--- src/rtl/serial_frame_receiver.sv ---
// Bit-serial frame receiver: start bit, WIDTH data bits LSB-first, stop bit -> parallel word.
// Latency: data_valid rises 1 clk after the stop-bit strobe; FSM advances only on bit_en.
// Backpressure: a held word is never overwritten; a frame completing while it is held sets overrun.
module serial_frame_receiver #(
    parameter int WIDTH = 8
) (
    input  logic             clk,
    input  logic             rst,
    input  logic             bit_in,
    input  logic             bit_en,
    output logic [WIDTH-1:0] data_out,
    output logic             data_valid,
    input  logic             data_ready,
    output logic             frame_err,
    output logic             overrun,
    output logic             busy,
    input  logic             err_clr
);

    localparam int CNT_W = $clog2(WIDTH);
    localparam logic [CNT_W-1:0] LAST_BIT = CNT_W'(WIDTH - 1);

    typedef enum logic [1:0] {
        IDLE = 2'd0,
        DATA = 2'd1,
        STOP = 2'd2
    } state_t;

    state_t             state_q, state_d;
    logic [WIDTH-1:0]   shreg_q;
    logic [CNT_W-1:0]   cnt_q;
    logic               frame_good;
    logic               frame_bad;
    logic               accept;

    always_comb begin
        state_d    = state_q;
        frame_good = 1'b0;
        frame_bad  = 1'b0;
        if (bit_en) begin
            case (state_q)
                IDLE: if (!bit_in) state_d = DATA;
                DATA: if (cnt_q == LAST_BIT) state_d = STOP;
                STOP: begin
                    state_d    = IDLE;
                    frame_good = bit_in;
                    frame_bad  = !bit_in;
                end
                default: state_d = IDLE;
            endcase
        end
    end

    assign accept = data_valid && data_ready;
    assign busy   = (state_q == DATA) || (state_q == STOP);

    always_ff @(posedge clk or posedge rst) begin
        if (rst) begin
            state_q <= IDLE;
            shreg_q <= '0;
            cnt_q   <= '0;
        end else begin
            state_q <= state_d;
            if (bit_en) begin
                case (state_q)
                    IDLE: if (!bit_in) begin
                        cnt_q   <= '0;
                        shreg_q <= '0;
                    end
                    DATA: begin
                        shreg_q[cnt_q] <= bit_in;
                        if (cnt_q != LAST_BIT) cnt_q <= cnt_q + 1'b1;
                    end
                    default: ;
                endcase
            end
        end
    end

    // A completed word may replace the held one only when that one is accepted on this same edge.
    always_ff @(posedge clk or posedge rst) begin
        if (rst) begin
            data_out   <= '0;
            data_valid <= 1'b0;
        end else if (frame_good && (!data_valid || data_ready)) begin
            data_out   <= shreg_q;
            data_valid <= 1'b1;
        end else if (accept) begin
            data_valid <= 1'b0;
        end
    end

    // Set events win over a same-edge err_clr.
    always_ff @(posedge clk or posedge rst) begin
        if (rst) begin
            frame_err <= 1'b0;
            overrun   <= 1'b0;
        end else begin
            if (frame_bad)    frame_err <= 1'b1;
            else if (err_clr) frame_err <= 1'b0;
            if (frame_good && data_valid && !data_ready) overrun <= 1'b1;
            else if (err_clr)                            overrun <= 1'b0;
        end
    end

endmodule

--- config.mk ---
export PLATFORM = sky130hd
export DESIGN_NAME = serial_frame_receiver
export DESIGN_NICKNAME = d
export VERILOG_FILES = /design/src/rtl/serial_frame_receiver.sv
export SDC_FILE = /design/constraint.sdc
export NUM_CORES = 1
export LEC_CHECK = 0
export CAP_MARGIN = 20
export CORE_MARGIN = 10
export CORE_UTILIZATION = 35
export DETAILED_ROUTE_END_ITERATION = 6
export SETUP_SLACK_MARGIN = 0.15
export SLEW_MARGIN = 0
export SYNTH_ARGS = -nofsm -noshare
export SYNTH_HDL_FRONTEND = slang
export SYNTH_SLANG_ARGS = --single-unit
--- constraint.sdc ---
create_clock -name clk -period 1.6 [get_ports clk]
set_input_delay 0.16 -clock clk [delete_from_list [all_inputs] [get_ports clk]]
set_output_delay 0.16 -clock clk [all_outputs]
set_load 0.01 [all_outputs]
; ---- Yosys cells after proc, flatten, opt, wreduce, memory -nomap -nowiden
; Index checks and enable logic that the tools add are counted.
[totals]
ff_bits = 24
latchBits = 0
ram_bits = 0
mem_bits_ro = 0
in_bits = 6
elab_cells = 55
n_memories = 0
[op_classes]
n_addsub = 1
n_mul = 0
n_div = 0
magnitude_cmp = 2
eq_ne = 7
shift = 0
muxes = 20
bitwise_logic = 0
n_reduce_logical = 18
[op_table]
columns = cell, n
row1 = case mux 8 bit (2 select lines), 1
row2 = two-way mux 1 bit, 10
row3 = bitwise mux 8 bit, 1
row4 = two-way mux 8 bit, 1
row5 = nonzero test 2 bit, 4
row6 = two-way mux 3 bit, 2
row7 = case mux 3 bit (2 select lines), 1
row8 = AND reduction 3 bit, 2
row9 = logical AND 1 bit, 5
row10 = < comparator 3 x 4 -> 1 bit (second input constant), 1
row11 = two-way mux 2 bit, 2
row12 = inequality test 2 bit (second input constant), 2
row13 = case mux 2 bit (2 select lines), 1
row14 = AND reduction 4 bit, 1
row15 = adder 3 x 1 -> 3 bit (second input constant), 1
row16 = demux 1 bit (select 3 bit), 1
row17 = == test 3 bit (second input constant), 1
row18 = >= comparator 3 x 1 -> 1 bit (second input constant), 1
row19 = logical NOT 1 bit, 3
row20 = inequality test 3 bit (second input constant), 1
row21 = == test 2 x 1 -> 1 bit (second input constant), 1
row22 = == test 2 bit (second input constant), 1
row23 = logical NOT 2 bit, 1
row24 = logical OR 1 bit, 2
row25 = inequality test 2 x 1 -> 1 bit (second input constant), 1

; ---- Longest topological paths before layout
; Gate-level depths: netlist of the first run.
[logic_depth]
word_depth = 6
ltp_mapped = 6
ltp_nobuf = 5

; ---- Worst setup path after synthesis of the first run
; No wires, ideal clock.
[synth_timing]
kind = register -> register
startpoint = register state_q[0]
endpoint = register shreg_q[5]
setup_time_ps = 124
arrival_time_ps = 1331
required_time_ps = 1476
slack_ps = 146
stages_incl_launch_ff = 7
synth_period_minus_slack_ps = 1454
cell_sequence = dfrtp_1 > inv_1 > ha_1 > a21boi_2 > o21ai_2 > buf_6 > a211o_1
[synth_between]
elab_chain_len = 3
word_cells_on_any_way = 6
classes_between = eq/ne (2) / mux (1) / reduce/logical (3)
[synth_rtl]
columns = element, line_no
row1 = from (decl), 29  ; state_t state_q, state_d;
row2 = from (signal assigned), 63  ; state_q <= state_d;
row3 = == test 2 x 1 -> 1 bit / logical NOT 2 bit (equally long branches), 65  ; case (state_q)
row4 = nonzero test 2 bit (no line) / inequality test 2 bit (equally long branches), n/a
row5 = AND reduction 3 bit (no line), n/a
row6 = "to (signal, indexed assignment)", 71  ; shreg_q[cnt_q] <= bit_in;
row7 = to (decl), 30  ; logic [WIDTH-1:0] shreg_q;
; Parallel ways exist; a longest one is shown, timed or not.
; A chain may end at the register's enable or synchronous reset.

; ---- Worst setup path after layout of the first run
[layout_timing]
startpoint = register state_q[0]
endpoint = register data_out[4]
[layout_between]
elab_chain_len = 4
[layout_rtl]
columns = element, line_no
row1 = == test 2 bit, 41  ; case (state_q)
row2 = two-way mux 1 bit, 41
row3 = two-way mux 1 bit, 40  ; if (bit_en) begin
row4 = logical AND 1 bit, 85  ; end else if (frame_good && (!data_valid || data_ready)) begin
row5 = to (signal assigned), 86  ; data_out <= shreg_q;
row6 = to (decl), 11  ; output logic [WIDTH-1:0] data_out,
; Every way passes these cells.

==> parameters.txt, run 1 <==
Parameter                              Value

Synthesis
  EDFF count, synth ... 0
  Top post-synthesis cells by area ... dfrtp_1 50%, mux2_2 8.4%, ha_1 5.2%, a21o_1 5.0%, mux2i_1 4.1%
  Number of nets produced by synthesis ... 117
  Most numerous cell in the Yosys netlist ... dfrtp_1
  Share of flip-flops with an asynchronous set or reset ... 100%
  Mean cell area of the mapped netlist ... 11.4 µm²
  Top cell types by occurrence after synthesis ... 24 x dfrtp_1, 9 x mux2_2, 9 x nand2_1
  Yosys warning count ... 0
  Yosys top cell area share ... 49.6%
  #FFs+latches synth ... 24
  Post-Syn Instances ... 106
  Post-synthesis instance area ... 1210 µm²
  Primary flip-flop cell chosen by synthesis mapping ... dfrtp_1
  Sequential cell area fraction in the yosys report ... 49.6%
  Cell taking the most area after synthesis ... dfrtp_1
  Distinct cell type count after synthesis ... 29

Power and ir drop
  Power Density ... 1580 nW/µm²
  Maximum resistive drop on vdd ... 0.000743 V
  Design Power ... 2740 µW
  Leakage power ... 0.000944 µW

Place
  Weighted congestion at the end of routability-driven global placement ... 0.783
  Half-perimeter wire length after placement ... 1700 µm
  Worst-case setup slack after placement ... -0.00879 ns
  Cell count after placement ... 174
  PortBufs ... 17

Critical path
  Setup crit end kind ... register
  Delay of the slowest critical-path stage ... 0.41 ns
  Startpoint-to-endpoint class of the critical path ... reg2reg
  Reg-to-reg critical path startpoint ... state_q[0]
  Worst Path Arrival ... 1.66 ns
  Setup crit end ... data_out[4]
  Startpoint of the most critical setup path ... state_q[0]
  Number of cells on the worst reg-to-reg path ... 6
  Required time of the critical path ... 1.82 ns
  Crit Reg-Reg Endpoint ... data_out[4]
  Bufs and invs on worst path ... 2
  Family of cells with the greatest summed delay on the critical path ... flip-flops
  CP Max Fanout ... 8
  Cell with the largest stage delay on the worst path ... dfrtp_1
  Crit path cell chain ... inv_2 -> ha_4 -> nand3_4 -> nor2b_4 -> buf_8 -> mux2_4
  Register-to-register setup slack ... 0.15 ns
  CP Launch Type ... register
  Worst path depth ... 6

CTS
  Number of H-tree levels ... 1
  Clock tree from TritonCTS ... done
  CTS Root Buffer Type ... clkbuf_4
  Largest buffer count on any clock path ... 2
  Number of sinks handled by clock tree synthesis ... 24
  Number of hold-repair buffers added at the cts stage ... 0
  Worst skew pair latency ... 0.32 ns
  Clock slew seen by the registers of the worst setup and hold paths ... 0.13 ns
  Clock buffers created by TritonCTS ... 3

Drt
  Remaining routing DRC violations ... 0
  Routed vias/inst ... 4.84
  Detailed Route Iter0 Violations ... 19
  Detailed-routing iteration count for the pre-antenna-repair pass ... 4
  Average wire length per cell after detail routing ... 13.8 µm
  Total wirelength of the detailed-routed design ... 2520 µm
  DRT antenna net count ... 0
  Routed via count ... 880

GRT
  Global-route wire length before repair ... 4310 µm
  Global-route congestion overflow total ... 0
  Overall global routing resource usage ... 8.48%
  Initial antenna violation count ... 0
  Via count of the first global-routing pass ... 919
  Maximum number of pins on one net before global-route repair ... 25

STA
  Worst slew slack as a fraction of its limit ... 74.7%
  Smallest setup slack after layout ... 0.155 ns
  Setup repair after global routing missed its margin ... true
  Number of endpoints with negative hold slack in the final report ... 0
  Worst hold margin ... 0.168 ns
  Final Critical Period ... 1.45 ns
  Number of failing setup endpoints in the final timing report ... 0
  Final period utilization ... 90.3%
  Worst clock skew ... 0.00448 ns
  Highest Clock Rate ... 0.692 GHz
  Slew at the pin closest to its max-slew limit ... 0.374 ns
  Number of pins with negative max-slew slack in the final report ... 0

Layout
  Filler cells ... 324
  Ratio of cells with drive above 1 in the final layout ... 32.4%
  Final Non-Filler Cells ... 182
  Final net count ... 148
  Core utilization of the finished layout ... 52.0%
  Seq. cell area ... 601 µm²
  Multi-input gate area in the final layout ... 682 µm²
  # diodes ... 0
  Synth-to-Final Area Change ... 43.2%

Floorplanning
  Die X ... 78.8 µm
  Vert. Die Dim ... 78.8 µm
  Core area ... 3340 µm²
  Effective utilization at floorplan ... 36.3%
  Area enclosed by the die boundary ... 6210 µm²
  I/O pins ... 18
  # rows ... 21

Hold path
  Type of the most critical hold path ... in2async

Job
  Max-cap violations ... 0

Run status
  Run status ... complete, no violations
## report_power, final
group | switching (µW) | internal (µW)
clock | 185 | 253
combinational | 594 | 735
sequential | 145 | 826
## placed cells by master (no fill, tap or decap), types with 2 or more instances in the layout
cell and instances:
dfrtp_1 24, buf_4 12, nand2_1 9, clkdlybuf4s50_1 9, a21o_1 8, mux2_4 8
dlymetal6s2s_1 7, mux2i_1 5, inv_1 4, ha_4 4, nand3_1 3, and3_1 3
a211o_1 3, nor3b_1 3, nand3b_1 3, clkbuf_4 3, nor2_1 2, a21oi_1 2
inv_2 2, o22ai_1 2
## worst min path at each step
stage	end	slack, ns	depth (start not counted)
5_1_grt	overrun	0.19	3
6_report	overrun	0.17	3
4_1_cts	overrun	0.17	3
3_5_place_dp	shreg_q[2]	0.49	1
3_3_place_gp	shreg_q[2]	0.49	1
2_1_floorplan	cnt_q[0]	0.17	1
## layout make-up
type	count	area share, %
multi-input cells	70	39.3
flip-flops and latches	24	34.6
repair buffers	32	18.4
well taps	46	3.32
clock inverters	1	1.73
clock buffers	3	1.30
inverters	6	1.30
## registers in the layout (all words and copies together) (netlist names)
register    flops
data_out        8
frame_err       1
cnt_q           3
overrun         1
state_q         2
data_valid      1
shreg_q         8
## routing by layer
layer	routed length [µm]	global-route usage, %	up-vias
met3	140	2.93	5
met2	1160	13.3	17
li1	-	-	438
met4	46	3.76	0
met5	0	0	-
met1	1170	10.3	420
## per-stage QoR
stage	cell area, µm²	setup TNS [ns]
2_1_floorplan	1210	0
3_5_place_dp	1500	-0.0204
3_3_place_gp	1500	0
4_1_cts	1630	0
6_report	1730	0
5_1_grt	1730	0
## kinds of logic after synthesis
group | Yosys count | synth area share, %
adder cells (fa/ha/maj) | 5 | 5.17
multiplexers | 14 | 12.5
flip-flops | 24 | 49.6
AO/OA/AOI/OAI | 23 | 14.6
buffers and inverters | 12 | 5.06
AND/OR/NAND/NOR | 28 | 13.1
## repair_timing
item / in CTS / in global routing
setup endpoints to repair: 20 / 25
pin swaps: 1 / 2
resized for setup: 20 / 22
endpoints found under the hold margin: 0 / 0
setup buffers: 2 / 2
## worst min-delay path, stage by stage
cell	delay, ns
clkdlybuf4s50_1	0.40
inv_1	0.05
buf_4	0.29
Power figures use the tool's default switching activity.
==> run 2, diff against run 1 <==
Settings changed: SLEW_MARGIN 0 to 25.
==> results of run 2 <==
No change in the layout: final DEF, timing and power equal those of run 1.
==> run 3, diff against run 2 <==
Settings changed: SKIP_CTS_REPAIR_TIMING set to 1.
==> run 3 against run 2 <==
- flip-flop and latch count is the same
- global-route usage shrank 0.65 points
- design area shrank 6.9%
- total power shrank 6.2%
- clock skew grew 0.0024 ns
- sequential power shrank 1%
- highest routed layer unchanged
- sequential share of layout area grew 2.5 points
- fmax shrank 1.3%
- wire length shrank 6.1%
==> parameters.txt, run 3 (synthesized netlist as in run 1, its figures left out) <==
Parameter                              Value

Hold path
  Type of the most critical hold path ... in2async (unchanged)

Power and ir drop
  Leakage power ... 0.000874 µW (was 0.000944 µW)
  Maximum resistive drop on vdd ... 0.000775 V (was 0.000743 V)
  Power Density ... 1590 nW/µm² (was 1580 nW/µm²)

Drt
  DRT antenna net count ... 0 (unchanged)
  Total wirelength of the detailed-routed design ... 2360 µm (was 2520 µm)
  Detailed-routing iteration count for the pre-antenna-repair pass ... 4 (unchanged)
  Average wire length per cell after detail routing ... 13.1 µm (was 13.8 µm)
  Routed vias/inst ... 4.89 (was 4.84)
  Detailed Route Iter0 Violations ... 38 (was 19)
  Routed via count ... 880 (unchanged)
  Remaining routing DRC violations ... 0 (unchanged)

CTS
  Worst skew pair latency ... 0.32 ns (about the same)
  Clock buffers created by TritonCTS ... 3 (unchanged)
  CTS Root Buffer Type ... clkbuf_4 (unchanged)
  Largest buffer count on any clock path ... 2 (unchanged)
  Clock tree from TritonCTS ... done (unchanged)
  Clock slew seen by the registers of the worst setup and hold paths ... 0.14 ns (was 0.13 ns)
  Number of H-tree levels ... 1 (unchanged)
  Number of sinks handled by clock tree synthesis ... 24 (unchanged)

Critical path
  Delay of the slowest critical-path stage ... 0.41 ns (about the same)
  Bufs and invs on worst path ... 2 (unchanged)
  CP Max Fanout ... 8 (unchanged)
  Worst Path Arrival ... 1.68 ns (was 1.66 ns)
  Required time of the critical path ... 1.82 ns (about the same)
  Startpoint-to-endpoint class of the critical path ... reg2reg (unchanged)
  Crit path cell chain ... inv_2 -> ha_2 -> nand3_2 -> nor2b_2 -> buf_6 -> mux2_2 (was inv_2 -> ha_4 -> nand3_4 -> nor2b_4 -> buf_8 -> mux2_4)
  CP Launch Type ... register (unchanged)
  Setup crit end kind ... register (unchanged)
  Family of cells with the greatest summed delay on the critical path ... flip-flops (unchanged)
  Cell with the largest stage delay on the worst path ... dfrtp_1 (unchanged)

Place
  Cell count after placement ... 174 (unchanged)
  Half-perimeter wire length after placement ... 1700 µm (unchanged)
  Weighted congestion at the end of routability-driven global placement ... 0.783 (unchanged)
  PortBufs ... 17 (unchanged)

Floorplanning
  Vert. Die Dim ... 78.8 µm (unchanged)
  Area enclosed by the die boundary ... 6210 µm² (unchanged)
  Effective utilization at floorplan ... 36.3% (unchanged)
  I/O pins ... 18 (unchanged)
  Die X ... 78.8 µm (unchanged)
  Core area ... 3340 µm² (unchanged)
  # rows ... 21 (unchanged)

GRT
  Global-route congestion overflow total ... 0 (unchanged)
  Via count of the first global-routing pass ... 903 (was 919)
  Overall global routing resource usage ... 7.83% (was 8.48%)
  Global-route wire length before repair ... 4000 µm (was 4310 µm)
  Maximum number of pins on one net before global-route repair ... 25 (unchanged)
  Initial antenna violation count ... 0 (unchanged)

Job
  Max-cap violations ... 0 (unchanged)

STA
  Number of pins with negative max-slew slack in the final report ... 0 (unchanged)
  Highest Clock Rate ... 0.683 GHz (was 0.692 GHz)
  Final Critical Period ... 1.46 ns (was 1.45 ns)
  Final-layout setup total negative slack ... 0 ns (unchanged)
  Final period utilization ... 91.5% (was 90.3%)
  Slew at the pin closest to its max-slew limit ... 0.354 ns (was 0.374 ns)
  Worst slew slack as a fraction of its limit ... 76.4% (was 74.7%)
  Number of endpoints with negative hold slack in the final report ... 0 (unchanged)
  Setup repair after global routing missed its margin ... true (unchanged)
  Worst clock skew ... 0.00684 ns (was 0.00448 ns)
  Number of failing setup endpoints in the final timing report ... 0 (unchanged)

Layout
  Largest registers ... data_out (8), shreg_q (8), cnt_q (3) (unchanged)
  Filler cells ... 331 (was 324)
  Commonest non-fill, non-tap cells in the layout ... 24 x dfrtp_1, 11 x clkdlybuf4s50_1, 10 x buf_4 (was 24 x dfrtp_1, 12 x buf_4, 9 x nand2_1, 9 x clkdlybuf4s50_1)
  Ratio of cells with drive above 1 in the final layout ... 27.6% (was 32.4%)
  Final net count ... 146 (was 148)
  Synth-to-Final Area Change ... 33.4% (was 43.2%)
  # diodes ... 0 (unchanged)
  Final Non-Filler Cells ... 180 (was 182)
  Leading cell type in the layout, fill and taps excluded ... dfrtp_1 (unchanged)

Run status
  Run status ... complete, no violations (unchanged)
==> run 3: layout make-up <==
| cell class | count | area [µm²] | share of cell area (%) |
|---|---|---|---|
| Clock inverter | 1 | 30.0 | 1.86 |
| Inverter | 6 | 22.5 | 1.39 |
| Timing Repair Buffer | 30 | 303 | 18.7 |
| Tap cell | 46 | 57.6 | 3.56 |
| Sequential cell | 24 | 601 | 37.2 |
| Multi-Input combinational cell | 70 | 579 | 35.9 |
| Clock buffer | 3 | 22.5 | 1.39 |
==> run 3: path summary, 6_finish.rpt <==
check / start / endpoint / slack [ns] / cells after the start
max in group asynchronous: rst / state_q[0] / 1.19 / 3
worst max-delay path: state_q[0] / data_out[1] / 0.14 / 6
worst min register to register: shreg_q[2] / shreg_q[2] / 0.52 / 1
min in group clk: err_clr / overrun / 0.43 / 2
worst max register to register: state_q[0] / data_out[1] / 0.14 / 6
worst min-delay path: rst / overrun / 0.17 / 3
==> run 3: where the power goes <==
part           total [µW]  internal [µW]  switching [µW]
combinational        1170            644             526
sequential            959            826             133
clock                 440            253             186
total                2570           1720             845
==> run 3: worst reg2reg max path: stages (launching register included) <==
cell     delay [ns]
dfrtp_1        0.41
inv_2          0.07
ha_2           0.18
nand3_2        0.09
nor2b_2        0.14
buf_6          0.15
mux2_2         0.33
==> run 3: routing by layer <==
layer | track usage, % | part of all wire [%]
met1 | 9.02 | 47
met5 | 0 | 0
met3 | 2.93 | 6.0
met4 | 3.76 | 1.9
met2 | 12.6 | 45
==> run 3: stage by stage <==
step / utilization [%] / worst slack (ns) / hold slack (ns) / power [µW] / area [µm²]
after floorplan: - / 0.159 / 0.175 / 1680 / 1210
after global placement: 44.8 / 0.00687 / 0.486 / 2060 / 1500
after detailed placement: 44.8 / -0.00879 / 0.488 / 2100 / 1500
after CTS: 46.4 / -0.178 / 0.172 / 2550 / 1550
after global routing: 48.4 / 0.0396 / 0.189 / 2770 / 1620
final: 48.4 / 0.136 / 0.168 / 2570 / 1620
